File: src/rtl/fsm_ksa_if.sv
`default_nettype none
// +--------------------------------------------------------------------------+
// | fsm_ksa_if : single-port 256x8 S RAM port (address/write data/wren/q)    |
// | Revision   : 1.0                                                         |
// +--------------------------------------------------------------------------+
interface fsm_ksa_if;
  logic [7:0] Address;
  logic [7:0] data;
  logic       wren;
  logic [7:0] q;

  modport master (output Address, output data, output wren, input q);
  modport slave  (input Address, input data, input wren, output q);
endinterface
`default_nettype wire

File: src/rtl/fsm_ksa.sv
`default_nettype none
// +--------------------------------------------------------------------------+
// | fsm_ksa  : RC4 key-scheduling swap controller over a shared S RAM port   |
// | Revision : 1.0                                                           |
// +--------------------------------------------------------------------------+
module fsm_ksa #(
  parameter int KEY_BYTES = 3,
  parameter int RD_WAIT   = 1
) (
  input  logic                   CLOCK_50,
  input  logic                   rst,
  input  logic                   In_Start,
  input  logic [8*KEY_BYTES-1:0] secret_key,
  fsm_ksa_if.master              ram,
  output logic                   KSA_Finish
);

  localparam int KW = (KEY_BYTES > 1) ? $clog2(KEY_BYTES) : 1;
  localparam int WW = (RD_WAIT > 1) ? $clog2(RD_WAIT) : 1;
  localparam logic [KW-1:0] KEY_LAST  = KW'(KEY_BYTES - 1);
  localparam logic [WW-1:0] WAIT_LAST = WW'((RD_WAIT > 0) ? RD_WAIT - 1 : 0);

  typedef enum logic [3:0] {
    S_IDLE     = 4'd0,
    S_RD_SI    = 4'd1,
    S_WAIT_SI  = 4'd2,
    S_LATCH_SI = 4'd3,
    S_RD_SJ    = 4'd4,
    S_WAIT_SJ  = 4'd5,
    S_LATCH_SJ = 4'd6,
    S_WR_SI    = 4'd7,
    S_WR_SJ    = 4'd8,
    S_INC_I    = 4'd9,
    S_DONE     = 4'd10
  } state_t;

  state_t          r_state;
  state_t          w_next;
  logic [7:0]      r_i;
  logic [7:0]      r_j;
  logic [7:0]      r_si;
  logic [7:0]      r_sj;
  logic [KW-1:0]   r_kidx;
  logic [WW-1:0]   r_wait;
  logic            r_finish;
  logic [7:0]      w_key;

  // Key byte 0 sits in the most significant byte of secret_key.
  always_comb begin
    w_key = 8'd0;
    for (int k = 0; k < KEY_BYTES; k++) begin
      if (r_kidx == KW'(k)) w_key = secret_key[8*(KEY_BYTES-1-k) +: 8];
    end
  end

  always_ff @(posedge CLOCK_50 or posedge rst) begin
    if (rst) r_state <= S_IDLE;
    else     r_state <= w_next;
  end

  always_comb begin
    w_next      = r_state;
    ram.Address = 8'd0;
    ram.data    = 8'd0;
    ram.wren    = 1'b0;
    case (r_state)
      S_IDLE:     if (In_Start) w_next = S_RD_SI;
      S_RD_SI: begin
        ram.Address = r_i;
        w_next      = (RD_WAIT == 0) ? S_LATCH_SI : S_WAIT_SI;
      end
      S_WAIT_SI: begin
        ram.Address = r_i;
        if (r_wait == WAIT_LAST) w_next = S_LATCH_SI;
      end
      S_LATCH_SI: begin
        ram.Address = r_i;
        w_next      = S_RD_SJ;
      end
      S_RD_SJ: begin
        ram.Address = r_j;
        w_next      = (RD_WAIT == 0) ? S_LATCH_SJ : S_WAIT_SJ;
      end
      S_WAIT_SJ: begin
        ram.Address = r_j;
        if (r_wait == WAIT_LAST) w_next = S_LATCH_SJ;
      end
      S_LATCH_SJ: begin
        ram.Address = r_j;
        w_next      = S_WR_SI;
      end
      S_WR_SI: begin
        ram.Address = r_i;
        ram.data    = r_sj;
        ram.wren    = 1'b1;
        w_next      = S_WR_SJ;
      end
      S_WR_SJ: begin
        ram.Address = r_j;
        ram.data    = r_si;
        ram.wren    = 1'b1;
        w_next      = S_INC_I;
      end
      S_INC_I:    w_next = (r_i == 8'hFF) ? S_DONE : S_RD_SI;
      S_DONE:     w_next = S_DONE;
      default:    w_next = S_IDLE;
    endcase
  end

  always_ff @(posedge CLOCK_50 or posedge rst) begin
    if (rst) begin
      r_i      <= 8'd0;
      r_j      <= 8'd0;
      r_si     <= 8'd0;
      r_sj     <= 8'd0;
      r_kidx   <= '0;
      r_wait   <= '0;
      r_finish <= 1'b0;
    end else begin
      case (r_state)
        S_IDLE: begin
          if (In_Start) begin
            r_i    <= 8'd0;
            r_j    <= 8'd0;
            r_kidx <= '0;
          end
        end
        S_WAIT_SI, S_WAIT_SJ: r_wait <= (r_wait == WAIT_LAST) ? '0 : r_wait + WW'(1);
        S_LATCH_SI: begin
          r_si <= ram.q;
          r_j  <= r_j + ram.q + w_key;
        end
        S_LATCH_SJ: r_sj <= ram.q;
        S_INC_I: begin
          if (r_i != 8'hFF) begin
            r_i    <= r_i + 8'd1;
            r_kidx <= (r_kidx == KEY_LAST) ? '0 : r_kidx + KW'(1);
          end
        end
        S_DONE:  r_finish <= 1'b1;
        default: ;
      endcase
    end
  end

  assign KSA_Finish = r_finish;

endmodule
`default_nettype wire

File: src/flat_wrapper.sv
// flat-port wrapper written by rule: the top's interface ports become plain ports
module fsm_ksa_flat 
#(
  parameter int KEY_BYTES = 3,
  parameter int RD_WAIT   = 1
)
  (CLOCK_50, rst, In_Start, secret_key, KSA_Finish, ram_Address, ram_data, ram_wren, ram_q);
  fsm_ksa_if ram_i ();
  input  logic CLOCK_50;
  input  logic rst;
  input  logic In_Start;
  input  logic [8*KEY_BYTES-1:0] secret_key;
  output logic KSA_Finish;
  output wire logic [$bits(ram_i.Address)-1:0] ram_Address;
  output wire logic [$bits(ram_i.data)-1:0] ram_data;
  output wire logic [$bits(ram_i.wren)-1:0] ram_wren;
  input wire logic [$bits(ram_i.q)-1:0] ram_q;
  assign ram_Address = ram_i.Address;
  assign ram_data = ram_i.data;
  assign ram_wren = ram_i.wren;
  assign ram_i.q = ram_q;
  fsm_ksa #(.KEY_BYTES(KEY_BYTES), .RD_WAIT(RD_WAIT)) u_core (.CLOCK_50(CLOCK_50), .rst(rst), .In_Start(In_Start), .secret_key(secret_key), .ram(ram_i), .KSA_Finish(KSA_Finish));
endmodule
File: config.mk
export PLATFORM = sky130hd
export DESIGN_NAME = fsm_ksa_flat
export DESIGN_NICKNAME = d
export VERILOG_FILES = /design/src/rtl/fsm_ksa_if.sv /design/src/rtl/fsm_ksa.sv /design/src/flat_wrapper.sv
export SDC_FILE = /design/constraint.sdc
export NUM_CORES = 1
export LEC_CHECK = 0
export CELL_PAD_IN_SITES_DETAIL_PLACEMENT = 0
export CELL_PAD_IN_SITES_GLOBAL_PLACEMENT = 1
export CORE_ASPECT_RATIO = 2
export CORE_MARGIN = 2
export CORE_UTILIZATION = 42
export CTS_BUF_LIST = sky130_fd_sc_hd__clkbuf_8 sky130_fd_sc_hd__clkbuf_16
export CTS_CLUSTER_SIZE = 40
export DETAILED_ROUTE_END_ITERATION = 8
export PLACE_DENSITY = 0.95
export RECOVER_POWER = 50
export SLEW_MARGIN = 20
export SYNTH_ARGS = -nofsm -noshare
export SYNTH_HDL_FRONTEND = slang
export SYNTH_SLANG_ARGS = --single-unit
File: constraint.sdc
create_clock -name CLOCK_50 -period 8.46 [get_ports CLOCK_50]
set_clock_uncertainty 0.2 [all_clocks]
set_input_delay 1.692 -clock CLOCK_50 [delete_from_list [all_inputs] [get_ports CLOCK_50]]
set_output_delay 1.692 -clock CLOCK_50 [all_outputs]
set_load 0.005 [all_outputs]
==> reports/metrics.csv <==
metric,value,unit
status,"complete, but fails checks",
failing checks,"capacitance limit, slew limit",
most frequent cells in the layout,"clkdlybuf4s50_1, dfrtp_1, inv_1",
Layout area overhead,25.9,%
Clock Sinks,39,
max cap viols,1,
internal cell power,0.656,mW
Setup Viol. Count Final,0,
WL final,6500,µm
worst hold path type,register to register,
pwr dens,348,nW/µm²
Clk network pwr share,16.1,%
"slowest stage delay, CP",450,ps
fin crit period,4460,ps
"Period Utilization, post-route",52.7,%
vias,2152,
Post-Syn Instances,274,
vias per inst,5.58,
WP data required,8390,ps
Startpoint Class,primary input,
Synth Flop Type,dfrtp_1,
Clock transition at path regs,60,ps
HPWL after DPL,4990,µm
Bufs on Longest Clock Path,2,
WL/cell,16.8,µm
gpl congestion,0.865,
"EDFF count, synth",0,
Filler Cell Count,550,
Worst VDD drop,168,µV
CP max-delay cell,fa_1,
post-cts gate resize count,0,
GRT Overall Usage,21.3,%
Nets,372,
grt total ovfl,0,
peak fanout along the critical path,2,
Tightest Pin Transition,2140,ps
Psw,0.470,mW
Finished Core Util,54.3,%
Net Sw Frac,41.7,%
number of buffers created by CTS,5,
final hold violations,0,
post-synthesis sequential area ratio,38.0,%
Port Buffer Count,52,
vias in the first global route,2274,
Final Max Tran Viols,40,
antenna violations before repair,0,
Final ANT Viol Nets,0,
max-slew headroom at the worst pin,-42.6,%
CP dominant cell by count,inv_1,
Worst Path Buf+Inv,4,
core area,5960,µm²
die height,115,µm
"Net Count, Synth",324,
cts hold-fix bufs,0,
# H-tree levels,2,
Post-CTS Setup Bufs,0,
Row Count,40,
detailed-route DRC error count,0,
global-route wire length before repair,10900,µm
Comb power frac,51.7,%
Antenna Cells,0,
Netlist Area Pre-Place,2570,µm²
Syn Area/Cell,9.38,µm²
largest net degree at the start of global routing,40,
synth warn,0,
TritonCTS clock tree,done,
initial core utilization,43.2,%
initial drt markers,93,
setup TNS,0,ps
share of layout cells above drive strength 1,11.5,%
die area,6800,µm²
WP data arrival,4380,ps
Leak Pwr,1.45,nW
fraction of registers with async set/reset,100,%
worst path cell trace,clkdlybuf4s50_1 > mux2i_1 > nor2_1 > a21oi_1 > fa_1 > inv_1 > ha_1 > inv_1 > fa_1 > inv_1 > a21o_1 > a211o_1 > xnor2_1 > o211ai_1 > o31ai_1,
post-synth cell types,50,
Flop pwr share,32.2,%
fmax,224,MHz
RSZ-0062 raised after global routing,no,
"commonest non-fill, non-tap cell in the layout",clkdlybuf4s50_1,
crit path kind,primary input to register,
DR pass1 iterations,4,
Root Driver,clkbuf_16,
IO Pins,53,
Top Family by Delay on Critical Path,adder cells,
synthesis-stage register bit count,39,
Skew-Pair Late Insertion Delay,280,ps
die width,59.3,µm
critical path endpoint category,register,
sequential cells by signal, summed over array words and instances (netlist names):
register           flops
u_core.r_i             8
u_core.r_j             8
u_core.r_si            8
u_core.r_sj            8
u_core.r_state         4
u_core.r_kidx          2
u_core.KSA_Finish      1
Yosys cell counts (all sizes together) (2+ instances only):
| library cell | count | area, µm² |
|---|---|---|
| nand3 | 15 | 80.1 |
| fa | 8 | 160 |
| and2 | 2 | 13.8 |
| clkbuf | 5 | 28.8 |
| mux2 | 9 | 101 |
| a22oi | 8 | 60.1 |
| or2 | 2 | 12.5 |
| mux2i | 8 | 80.1 |
| and3 | 3 | 18.8 |
| o21ai | 29 | 149 |
| xnor2 | 5 | 43.8 |
| dfrtp | 39 | 976 |
| ha | 7 | 87.6 |
| a22o | 9 | 88.8 |
| a21o | 3 | 23.8 |
| inv | 33 | 124 |
| nor2 | 19 | 71.3 |
| o31ai | 2 | 15.0 |
| xor2 | 8 | 70.1 |
| a21oi | 14 | 88.8 |
| nand2 | 24 | 90.1 |
| buf | 7 | 45.0 |
stage by stage:
step                      hold slack (ps)  area (µm²)  worst slack, ps  instances  total power [mW]
after floorplan                       250        2570             4460        274             0.770
after global placement                262        3100             3820        378             0.919
after detailed placement              272        3100             3730        378             0.947
after CTS                             286        3240             3990        386              1.13
after global routing                  290        3240             3800        386              1.23
final                                 279        3240             4000        386              1.13
path summary, 6_finish.rpt:
path | depth (start not counted) | to | start | slack [ps]
setup / recovery | 15 | u_core.r_j[7]$_DFFE_PP0P_ | secret_key[17] | 4000
hold / removal | 2 | u_core.r_si[5]$_DFFE_PP0P_ | u_core.r_si[5]$_DFFE_PP0P_ | 280
setup reg to reg | 13 | u_core.r_j[7]$_DFFE_PP0P_ | u_core.r_kidx[0]$_DFFE_PP0P_ | 4950
hold reg to reg | 2 | u_core.r_si[5]$_DFFE_PP0P_ | u_core.r_si[5]$_DFFE_PP0P_ | 280
max in group asynchronous | 3 | u_core.r_i[4]$_DFFE_PP0P_ | rst | 4390
min in group asynchronous | 3 | u_core.KSA_Finish$_DFFE_PP0N_ | rst | 2430
final cells by class:
type	instances	area, µm²	share of cell area (%)
clock buffer	5	125	3.87
clock inverter	3	16.3	0.503
inverter	33	124	3.83
multi-input combinational	190	1390	43.0
sequential	39	976	30.2
tap	63	78.8	2.44
timing repair buffer	53	524	16.2
tightest hold or removal path: stages (launching register included):
cell	delay (ps)
dfrtp_1	340
nand2_1	40
o21ai_0	60
metal layers:
metal / up-vias / routed length [µm] / GRT usage, %
met5: - / 0 / 0
met4: 0 / 267 / 11.8
met2: 39 / 3860 / 38.3
li1: 1026 / - / -
met3: 19 / 130 / 2.37
met1: 1068 / 2240 / 23.0
logic make-up (layout without fill, tap and decap cells):
group	count (synthesis)	after routing	share of synthesized area (%)
fa+ha+maj	16	16	10.0
compound gates	70	70	18.2
simple gates	74	74	14.7
mux	17	17	7.06
xor+xnor	13	13	4.43
buf+inv	45	94	7.69
flops	39	39	38.0
power by group through the flow:
| stage | Clock, mW | Combinational (mW) | Sequential [mW] |
|---|---|---|---|
| after floorplan | 0 | 0.459 | 0.311 |
| after global placement | 0 | 0.561 | 0.358 |
| after detailed placement | 0 | 0.584 | 0.363 |
| after CTS | 0.185 | 0.588 | 0.361 |
| after global routing | 0.193 | 0.659 | 0.374 |
| final | 0.182 | 0.581 | 0.362 |
(Power assumes the default switching activity.)
